===== config.mk =====
export PLATFORM = sky130hd
export DESIGN_NAME = vga_timing_gen
export DESIGN_NICKNAME = d
export VERILOG_FILES = /design/src/rtl/vga_pkg.sv /design/src/rtl/vga_pattern_gen.sv /design/src/rtl/vga_timing_gen.sv
export SDC_FILE = /design/constraint.sdc
export NUM_CORES = 1
export LEC_CHECK = 0
export BUFFER_PORTS_ARGS = -buffer_cell sky130_fd_sc_hd__buf_2
export CORE_MARGIN = 4
export CORE_UTILIZATION = 25
export DETAILED_ROUTE_END_ITERATION = 12
export GPL_ROUTABILITY_DRIVEN = 0
export SETUP_SLACK_MARGIN = 0.05
export SLEW_MARGIN = 25
export SYNTH_ARGS = -nofsm -noshare
export SYNTH_HDL_FRONTEND = slang
export SYNTH_HIERARCHICAL = 1
export SYNTH_SLANG_ARGS = --single-unit

===== constraint.sdc =====
create_clock -name clk -period 6.4 [get_ports clk]
set_input_delay 0.32 -clock clk [delete_from_list [all_inputs] [get_ports clk]]
set_output_delay 0.32 -clock clk [all_outputs]
set_load 0.02 [all_outputs]

===== src/rtl/vga_pkg.sv =====
// vga_pkg: shared types, default 640x480@60 timing and helpers
// for the VGA timing generator.
package vga_pkg;

    typedef enum logic [1:0] {
        PAT_SOLID = 2'd0,
        PAT_BARS  = 2'd1,
        PAT_CHECK = 2'd2,
        PAT_GRAD  = 2'd3
    } pat_e;

    typedef struct packed {
        int active;
        int fp;
        int sync;
        int bp;
    } timing_t;

    localparam timing_t DEF_H = '{
        active: 640, fp: 16, sync: 96, bp: 48
    };
    localparam timing_t DEF_V = '{
        active: 480, fp: 10, sync: 2, bp: 33
    };
    localparam int DEF_CLK_DIV  = 2;
    localparam int DEF_COLOR_W  = 4;
    localparam int DEF_CHK_LOG2 = 5;

    function automatic int tm_total(timing_t t);
        return t.active + t.fp + t.sync + t.bp;
    endfunction

    function automatic bit tm_legal(timing_t t);
        return (t.active > 0) && (t.fp > 0) &&
               (t.sync > 0) && (t.bp > 0);
    endfunction

endpackage


===== src/rtl/vga_pattern_gen.sv =====
// vga_pattern_gen: test-pattern mux with the colour-bar counter,
// driven by the pixel counters and the latched pattern mode.
module vga_pattern_gen
    import vga_pkg::*;
#(
    parameter int H_ACTIVE = 640,
    parameter int H_TOTAL  = 800,
    parameter int COLOR_W  = 4,
    parameter int CHK_LOG2 = 5,
    parameter int HW       = 10,
    parameter int VW       = 10
) (
    input  logic                 clk,
    input  logic                 clr,
    input  logic                 pix_en,
    input  logic [HW-1:0]        hcnt,
    input  logic [VW-1:0]        vcnt,
    input  pat_e                 mode,
    input  logic [3*COLOR_W-1:0] solid_rgb,
    output logic [COLOR_W-1:0]   red,
    output logic [COLOR_W-1:0]   green,
    output logic [COLOR_W-1:0]   blue
);

    localparam int BAR_W = H_ACTIVE / 8;
    localparam int BW = (BAR_W > 1) ? $clog2(BAR_W) : 1;
    localparam logic [BW-1:0] BAR_LAST = BW'(BAR_W - 1);
    localparam logic [HW-1:0] H_LAST = HW'(H_TOTAL - 1);

    logic [BW-1:0]      bar_px;
    logic [2:0]         bar;
    logic               chk;
    logic [COLOR_W-1:0] gr;
    logic [COLOR_W-1:0] gg;

    // bar index tracks hcnt: restart each line, step every BAR_W pixels
    always_ff @(posedge clk) begin
        if (clr) begin
            bar_px <= '0;
            bar    <= '0;
        end else if (pix_en) begin
            if (hcnt == H_LAST) begin
                bar_px <= '0;
                bar    <= '0;
            end else if (bar_px == BAR_LAST) begin
                bar_px <= '0;
                bar    <= bar + 3'd1;
            end else begin
                bar_px <= bar_px + BW'(1);
            end
        end
    end

    // pattern select; blanking is applied by the caller
    always_comb begin
        chk   = 1'(hcnt >> CHK_LOG2) ^ 1'(vcnt >> CHK_LOG2);
        gr    = COLOR_W'(hcnt >> 6);
        gg    = COLOR_W'(vcnt >> 5);
        red   = '0;
        green = '0;
        blue  = '0;
        unique case (mode)
            PAT_SOLID: {red, green, blue} = solid_rgb;
            PAT_BARS: begin
                red   = {COLOR_W{bar[2]}};
                green = {COLOR_W{bar[1]}};
                blue  = {COLOR_W{bar[0]}};
            end
            PAT_CHECK: begin
                red   = {COLOR_W{chk}};
                green = {COLOR_W{chk}};
                blue  = {COLOR_W{chk}};
            end
            PAT_GRAD: begin
                red   = gr;
                green = gg;
                blue  = gr ^ gg;
            end
        endcase
    end

endmodule


===== src/rtl/vga_timing_gen.sv =====
// vga_timing_gen: parametrised VGA timing with pixel-clock enable,
// registered sync/blank/coordinates and frame-aligned pattern select.
module vga_timing_gen
    import vga_pkg::*;
#(
    parameter int   CLK_DIV  = DEF_CLK_DIV,
    parameter int   H_ACTIVE = DEF_H.active,
    parameter int   H_FP     = DEF_H.fp,
    parameter int   H_SYNC   = DEF_H.sync,
    parameter int   H_BP     = DEF_H.bp,
    parameter int   V_ACTIVE = DEF_V.active,
    parameter int   V_FP     = DEF_V.fp,
    parameter int   V_SYNC   = DEF_V.sync,
    parameter int   V_BP     = DEF_V.bp,
    parameter logic HS_POL   = 1'b0,
    parameter logic VS_POL   = 1'b0,
    parameter int   COLOR_W  = DEF_COLOR_W,
    parameter int   CHK_LOG2 = DEF_CHK_LOG2,
    localparam int  HW = $clog2(H_ACTIVE + H_FP + H_SYNC + H_BP),
    localparam int  VW = $clog2(V_ACTIVE + V_FP + V_SYNC + V_BP)
) (
    input  logic                 clk,
    input  logic                 clr,
    input  logic [1:0]           mode,
    input  logic [3*COLOR_W-1:0] solid_rgb,
    output logic [COLOR_W-1:0]   red,
    output logic [COLOR_W-1:0]   green,
    output logic [COLOR_W-1:0]   blue,
    output logic                 hsync,
    output logic                 vsync,
    output logic                 de,
    output logic [HW-1:0]        x,
    output logic [VW-1:0]        y,
    output logic                 frame_start,
    output logic                 pix_en
);

    localparam timing_t H_TIM = '{
        active: H_ACTIVE, fp: H_FP, sync: H_SYNC, bp: H_BP
    };
    localparam timing_t V_TIM = '{
        active: V_ACTIVE, fp: V_FP, sync: V_SYNC, bp: V_BP
    };
    localparam int H_TOTAL = tm_total(H_TIM);
    localparam int V_TOTAL = tm_total(V_TIM);

    if (CLK_DIV < 1 || COLOR_W < 1 || CHK_LOG2 < 0 ||
        !tm_legal(H_TIM) || !tm_legal(V_TIM) ||
        (H_ACTIVE % 8) != 0) begin : g_bad_params
        $error("vga_timing_gen: illegal timing parameters");
    end

    localparam int DW = (CLK_DIV > 1) ? $clog2(CLK_DIV) : 1;
    localparam logic [DW-1:0] DIV_LAST = DW'(CLK_DIV - 1);

    localparam logic [HW-1:0] H_LAST = HW'(H_TOTAL - 1);
    localparam logic [HW-1:0] H_A    = HW'(H_ACTIVE);
    localparam logic [HW-1:0] HS_B   = HW'(H_ACTIVE + H_FP);
    localparam logic [HW-1:0] HS_E   = HW'(H_ACTIVE + H_FP + H_SYNC);
    localparam logic [VW-1:0] V_LAST = VW'(V_TOTAL - 1);
    localparam logic [VW-1:0] V_A    = VW'(V_ACTIVE);
    localparam logic [VW-1:0] VS_B   = VW'(V_ACTIVE + V_FP);
    localparam logic [VW-1:0] VS_E   = VW'(V_ACTIVE + V_FP + V_SYNC);

    logic [DW-1:0]      div_cnt;
    logic [HW-1:0]      hcnt;
    logic [VW-1:0]      vcnt;
    logic               active;
    logic               hs_act;
    logic               vs_act;
    pat_e               mode_q;
    pat_e               mode_eff;
    logic [COLOR_W-1:0] pr;
    logic [COLOR_W-1:0] pg;
    logic [COLOR_W-1:0] pb;

    // Strobe is held low in reset so no frame_start can leak out
    assign pix_en = ~clr & (div_cnt == DIV_LAST);
    assign frame_start = pix_en & (hcnt == '0) & (vcnt == '0);

    assign active = (hcnt < H_A) && (vcnt < V_A);
    assign hs_act = (hcnt >= HS_B) && (hcnt < HS_E);
    assign vs_act = (vcnt >= VS_B) && (vcnt < VS_E);

    // The pixel at (0,0) already uses the mode being latched
    assign mode_eff = frame_start ? pat_e'(mode) : mode_q;

    // master-clock divider producing the pixel strobe
    always_ff @(posedge clk) begin
        if (clr || div_cnt == DIV_LAST) div_cnt <= '0;
        else div_cnt <= div_cnt + DW'(1);
    end

    // pixel and line counters, one step per pixel strobe
    always_ff @(posedge clk) begin
        if (clr) begin
            hcnt <= '0;
            vcnt <= '0;
        end else if (pix_en) begin
            if (hcnt == H_LAST) begin
                hcnt <= '0;
                vcnt <= (vcnt == V_LAST) ? '0 : vcnt + VW'(1);
            end else begin
                hcnt <= hcnt + HW'(1);
            end
        end
    end

    // pattern mode changes only at the frame boundary
    always_ff @(posedge clk) begin
        if (clr) mode_q <= PAT_SOLID;
        else if (frame_start) mode_q <= pat_e'(mode);
    end

    vga_pattern_gen #(
        .H_ACTIVE (H_ACTIVE),
        .H_TOTAL  (H_TOTAL),
        .COLOR_W  (COLOR_W),
        .CHK_LOG2 (CHK_LOG2),
        .HW       (HW),
        .VW       (VW)
    ) u_pat (
        .clk       (clk),
        .clr       (clr),
        .pix_en    (pix_en),
        .hcnt      (hcnt),
        .vcnt      (vcnt),
        .mode      (mode_eff),
        .solid_rgb (solid_rgb),
        .red       (pr),
        .green     (pg),
        .blue      (pb)
    );

    // registered output stage, one pixel slot behind the counters
    always_ff @(posedge clk) begin
        if (clr) begin
            hsync <= ~HS_POL;
            vsync <= ~VS_POL;
            de    <= 1'b0;
            red   <= '0;
            green <= '0;
            blue  <= '0;
            x     <= '0;
            y     <= '0;
        end else if (pix_en) begin
            hsync <= hs_act ? HS_POL : ~HS_POL;
            vsync <= vs_act ? VS_POL : ~VS_POL;
            de    <= active;
            red   <= active ? pr : '0;
            green <= active ? pg : '0;
            blue  <= active ? pb : '0;
            x     <= hcnt;
            y     <= vcnt;
        end
    end

endmodule


==> metrics.md, run 1 <==
| Metric | Value |
|---|---|
| Outcome | completed |
| Asr flop ratio synth | 0% |
| GR peak layer | met2 |
| Met1 Usage GRT | around 16% |
| Critical-path maximum fanout | 29 |
| Clk sinks | slightly below 70 |
| Highest clock rate | ~270 MHz |
| Routing usage on met2 | between 10% and 20% |
| FP Rows | 41 |
| RSZ-0062 raised after global routing | no |
| Ratio of cells with drive above 1 in the final layout | a little under a quarter |
| Wire per inst | 14.7 microns |
| Final min period | roughly 3.7 ns |
| FILL cells | ~1400 |
| Number of global-route vias before repair | 2686 |
| VDD IR max | a little under 0.2 mV |
| Dpl hpwl | a little under 6 mm |
| Endpoints failing setup | 0 |
| Core area | around 13000 sq um |
| Design Area, Final | around 4000 sq um |
| Clock latency on the worst-skew pair | 0.33 ns |
| Hold Vio Cnt, Final | 0 |
| CTS resizes | 0 |
| IO Port Bufs | 52 |
| Yosys cell types | 57 |
| Initial core utilization | around 26% |
| Final cycle utilization of the critical path | a little under three fifths |
| Yosys top cell area share | a little over 40% |
| PD cells | about 260 nW/um^2 |
| Worst EP required | ~6.6 ns |
| Placed cell areas | around 3700 sq um |
| Gr usage total | about an eighth |
| CTS tree | yes |
| Ranking of synthesized cells by area | dfxtp_1 41%, mux2i_1 6.7%, mux4_2 4.8% |
| First-pass GRT wire length | 13.7 mm |
| Die H | roughly 120 microns |
| Root buf cell | clkbuf_16 |
| Register area share after synthesis | 41.4% |
| Routed vias/inst | 4.91 |
| Crit path arrival time | 3.89 ns |
| GRT Residual Overflow | 0 |
| Initial antenna violation count | 0 |
| Mapped Nets | approximately 370 |
| Clock Skews | approximately 0.0066 ns |
| Worst Setup End Kind | flip-flop |
| Slew at the pin closest to its max-slew limit | 1.03 ns |
| Final setup TNS | 0 ns |
| Number of warnings issued by yosys | 6 |
| Leading area contributor after synthesis | dfxtp_1 |
| Hold Crit Class | input port to flip-flop |
| DRT Pass-1 Iters | 4 |
| Die Wd | around 120 microns |
| TritonCTS buffer count | 9 |
| Hold_ws | between 0.2 and 0.3 ns |
| Cell area after synthesis | between 3000 and 4000 sq um |
| Syn Inst Count | 344 |
| # IOs | between 50 and 60 |
| CTS Buffer Depth | 2 |
| Area grow syn2layout | 22.1% |
| Max_slew headroom | between 30% and 40% |
| Synth Area per Inst | between 9 and 10 sq um |
| Crit path kind | flip-flop to flip-flop |
| Post-CTS Hold Buffers | 0 |
| Largest net degree at the start of global routing | between 40 and 50 |
| EDFF count, synth | 0 |
| Postcts setup bufs | 0 |
| Die ar. | ~15000 sq um |
| Total wire length | between 8 and 9 mm |
| Antenna Nets Post-Route | 0 |
| H-tree Lvls | 3 |
| Grt met3 use | around 4.4% |
| Initial DRC count | ~160 |
| Power Total | between 1 and 1.5 mW |
| Antenna Cells | 0 |
| Number of synthesized register bits | between 60 and 70 |
| Synth Flop Type | dfxtp_1 |
| Maxcap violations | 0 |
| Reg clk slew, reported paths | approximately 0.060 ns |
| DRC | 0 |
| Max-slew violations | 0 |
| Pleak | about 1.6 nW |
| Nets | ~400 |
| Via count | around 2800 |
| CP startpoint kind | flip-flop |
metrics by stage:
step / worst slack (ns) / instances / util, %
final: 2.73 / 566 / 31.5
after floorplan: 3.46 / 344 / -
after global placement: 2.73 / 550 / 29.0
after detailed placement: 2.64 / 550 / 29.0
after global routing: 2.52 / 566 / 31.5
after CTS: 2.73 / 566 / 31.5
Yosys cell counts, types with 3 or more instances:
cell type and number:
nor3_1 9, ha_1 6, nand4_1 9, dfxtp_1 68, mux2i_1 22, xnor2_1 5
xor2_1 11, a21oi_1 15, or3_1 14, a22o_1 12, buf_2 4, a31oi_1 4
and3_1 3, o21ai_0 12, or4_4 3, o31ai_1 7, nor2b_1 4, clkbuf_1 12
mux4_2 7, nor2_1 32, inv_1 13, nand2_1 17, nand3_1 9, or4_1 4
layout make-up:
type	count	area [sq um]	area share, %
Multi-Input combinational cell	243	1790	44.7
Sequential cell	68	1360	33.9
Timing Repair Buffer	54	275	6.86
Clock buffer	10	229	5.71
Tap cell	172	215	5.37
Clock inverter	6	88.8	2.22
Inverter	13	48.8	1.22
worst max-delay path: stages, from the launching register on:
cell	delay, ns
dfxtp_1	0.30
buf_4	0.37
or4b_2	0.67
or4_1	0.54
o21ai_0	0.22
nand2_1	0.50
or2_2	0.50
a21oi_1	0.13
a221oi_1	0.07
a22o_1	0.25
state kept, by name (all words and copies together) (netlist names):
| signal | count |
|---|---|
| x | 10 |
| de | 1 |
| div_cnt | 1 |
| mode_q | 2 |
| vsync | 1 |
| vcnt | 10 |
| u_pat/bar_px | 7 |
| red | 4 |
| green | 4 |
| hsync | 1 |
| hcnt | 10 |
| blue | 4 |
| y | 10 |
| u_pat/bar | 3 |
report_power, final:
| group | switching (mW) | internal (mW) | leakage [nW] |
|---|---|---|---|
| Sequential | 0.00508 | 0.432 | 0.550 |
| Combinational | 0.0469 | 0.0344 | 0.884 |
| Clock | 0.181 | 0.341 | 0.149 |
routing by layer:
metal  up-vias  part of all wire [%]
li1       1360                     -
met1      1349                    51
met2        64                    43
met3         6                   5.4
met4         0                  0.77
met5         -                     0
placed cells by master, fill, tap and decap left out, drive strengths merged, types with 2 or more instances in the layout:
cell,count
mux4,7
or2,2
a22o,12
o22ai,2
ha,6
clkinvlp,2
o31ai,7
clkinv,2
a31oi,4
nand2b,2
nand3,9
a211oi,3
dfxtp,68
buf,54
bufinv,2
nor4,3
nor2,32
and3,3
xor2,11
mux2i,22
o21ai,12
or4b,3
or3,15
nor2b,4
inv,13
xnor2,5
or4,7
a21oi,15
o21bai,2
a221oi,2
nand2,17
nand4,10
or3b,2
clkbuf,10
nor3,9
path summary, 6_finish.rpt:
kind              depth (start not counted)               endpoint               start  slack (ns)
setup / recovery                          9  green[0]$_SDFFE_PP0N_  div_cnt$_SDFF_PP0_        2.73
hold / removal                            3   mode_q[0]$_SDFF_PP0_             mode[0]        0.28
setup reg to reg                          9  green[0]$_SDFFE_PP0N_  div_cnt$_SDFF_PP0_        2.73
hold reg to reg                           1        de$_SDFFE_PP0N_     de$_SDFFE_PP0N_        0.46
cells by family after synthesis:
family          synth area share [%]
fa+ha+maj                       2.29
xor+xnor                        4.27
compound gates                  14.3
simple gates                    21.9
flops                           41.4
buf+inv                         4.27
mux                             11.5
Note: power is estimated with default switching activity, not from simulation.
==> run 2, diff against run 1 <==
==> constraint.sdc (replaced) <==
create_clock -name clk -period 3.5 [get_ports clk]
set_input_delay 0.175 -clock clk [delete_from_list [all_inputs] [get_ports clk]]
set_output_delay 0.175 -clock clk [all_outputs]
set_load 0.02 [all_outputs]
==> metrics.md, run 2 (synthesized netlist as in run 1, its figures left out) <==
| Metric | Value |
|---|---|
| Outcome | completed |
| Worst Setup End Kind | flip-flop |
| Worst EP required | 3.73 ns (-2.89 ns) |
| Initial antenna violation count | 0 (unchanged) |
| First-pass GRT wire length | 14.3 mm (+4.5%) |
| FP Rows | 41 (unchanged) |
| Final cycle utilization of the critical path | 89.3% (+32 points) |
| Routed vias/inst | 4.89 (-0.41%) |
| Core area | 12700 sq um (unchanged) |
| CTS tree | yes |
| Initial DRC count | 283 (+73%) |
| Hold Crit Class | input port to flip-flop |
| VDD IR max | 0.343 mV (+75%) |
| CTS Buffer Depth | 2 (unchanged) |
| Antenna Cells | 0 (unchanged) |
| Wire per inst | 14.8 microns (+0.73%) |
| Via count | 2836 (+2.1%) |
| Die H | 123 microns (unchanged) |
| Number of global-route vias before repair | 2767 (+3.0%) |
| CP startpoint kind | flip-flop |
| Final core occ | 32.5% (+0.94 points) |
| Endpoints failing setup | 0 (unchanged) |
| Commonest non-fill, non-tap cell in the layout | dfxtp_1 |
| Die Wd | 123 microns (unchanged) |
| GRT Residual Overflow | 0 (unchanged) |
| Final setup TNS | 0 ns (unchanged) |
| DRT Pass-1 Iters | 4 (unchanged) |
| Reg clk slew, reported paths | 0.06 ns (about the same) |
| Area grow syn2layout | 25.8% |
| Nets | 425 (+3.4%) |
| Clock latency on the worst-skew pair | 0.34 ns (about the same) |
| Ratio of cells with drive above 1 in the final layout | 27.0% (+3.4 points) |
| Root buf cell | clkbuf_16 |
| H-tree Lvls | 3 (unchanged) |
| Dpl hpwl | 6.24 mm (+4.9%) |
| Hold Vio Cnt, Final | 0 (unchanged) |
| Clk sinks | 68 (unchanged) |
| Pleak | 1.67 nW (+5.2%) |
| IO Port Bufs | 52 (unchanged) |
| Max-slew violations | 0 (unchanged) |
| Design Area, Final | 4130 sq um (+3.0%) |
| Gr usage total | 12.1% (+0.49 points) |
| Post-CTS Hold Buffers | 0 (unchanged) |
| Largest net degree at the start of global routing | 46 (-2.1%) |
| Crit path arrival time | 3.35 ns (-0.54 ns) |
| Max_slew headroom | 40.2% (+9.5 points) |
| Slew at the pin closest to its max-slew limit | 0.890 ns (-0.140 ns) |
| Placed cell areas | 3790 sq um (+2.8%) |
| TritonCTS buffer count | 9 (unchanged) |
| Initial core utilization | 25.8% (unchanged) |
| # IOs | 53 (unchanged) |
| Pre-CTS setup slack | 0.277 ns (-2.37 ns) |
| Crit path kind | flip-flop to flip-flop |
| DRC | 0 (unchanged) |
| Hold_ws | 0.119 ns (-0.158 ns) |
| Maxcap violations | 0 (unchanged) |
| Critical-path maximum fanout | 16 (-45%) |
| Die ar. | 15000 sq um (unchanged) |
| PnR worst setup slack | 0.376 ns (-2.36 ns) |
| Final min period | 3.12 ns (-0.543 ns) |
| Total wire length | 8.60 mm (+3.2%) |
| Most frequent cells in the layout | 68 x dfxtp_1, 52 x buf_2, 31 x nor2_1 |
| Clock Skews | 0.00992 ns (+0.00333 ns) |
| Highest clock rate | 320 MHz (+17%) |
| RSZ-0062 raised after global routing | no |
| Antenna Nets Post-Route | 0 (unchanged) |
| PD cells | 470 nW/um^2 (+81%) |
run 2: critical path: stages, from the launching register on:
cell and delay (ns):
dfxtp_1 0.36, inv_1 0.09, ha_1 0.14, or3b_2 0.45, or4_1 0.58, o21ai_0 0.27, nand2_2 0.25, buf_4 0.23
mux4_2 0.42, a22o_1 0.21
run 2: metal layers:
layer / track usage [%] / up-vias / share of wire, %
met1: 17.2 / 1354 / 49
met3: 3.87 / 8 / 7.0
met5: 0 / - / 0
met4: 3.64 / 0 / 0.85
li1: - / 1385 / -
met2: 17.5 / 89 / 43
run 2: per-stage QoR:
step / instances / power (mW)
final: 580 / 1.94
after detailed placement: 564 / 0.971
after floorplan: 344 / 0.925
after global routing: 580 / 2.02
after CTS: 580 / 1.96
after global placement: 564 / 0.968
run 2: what timing repair did:
action | CTS | global route
setup endpoints to repair | 0 | 7
resized for setup | 0 | 1
setup buffers | 0 | 0
run 2: final cells by class:
| class | instances | area, sq um |
|---|---|---|
| well taps | 172 | 215 |
| inverters | 13 | 48.8 |
| multi-input cells | 243 | 1800 |
| clock inverters | 7 | 98.8 |
| repair buffers | 68 | 380 |
| clock buffers | 9 | 225 |
| fillers | 1389 | 8590 |
| flip-flops and latches | 68 | 1360 |
run 2: final timing paths:
check / startpoint / endpoint / slack, ns / cells past startpoint
setup / recovery: hcnt[0]$_SDFFE_PP0N_ / green[1]$_SDFFE_PP0N_ / 0.38 / 9
hold / removal: mode[0] / mode_q[0]$_SDFF_PP0_ / 0.12 / 3
setup reg to reg: hcnt[0]$_SDFFE_PP0N_ / green[1]$_SDFFE_PP0N_ / 0.38 / 9
hold reg to reg: de$_SDFFE_PP0N_ / de$_SDFFE_PP0N_ / 0.45 / 1
run 2: report_power, final:
part	switching, mW	internal, mW
Combinational	0.0865	0.0674
Sequential	0.00940	0.790
Clock	0.361	0.628
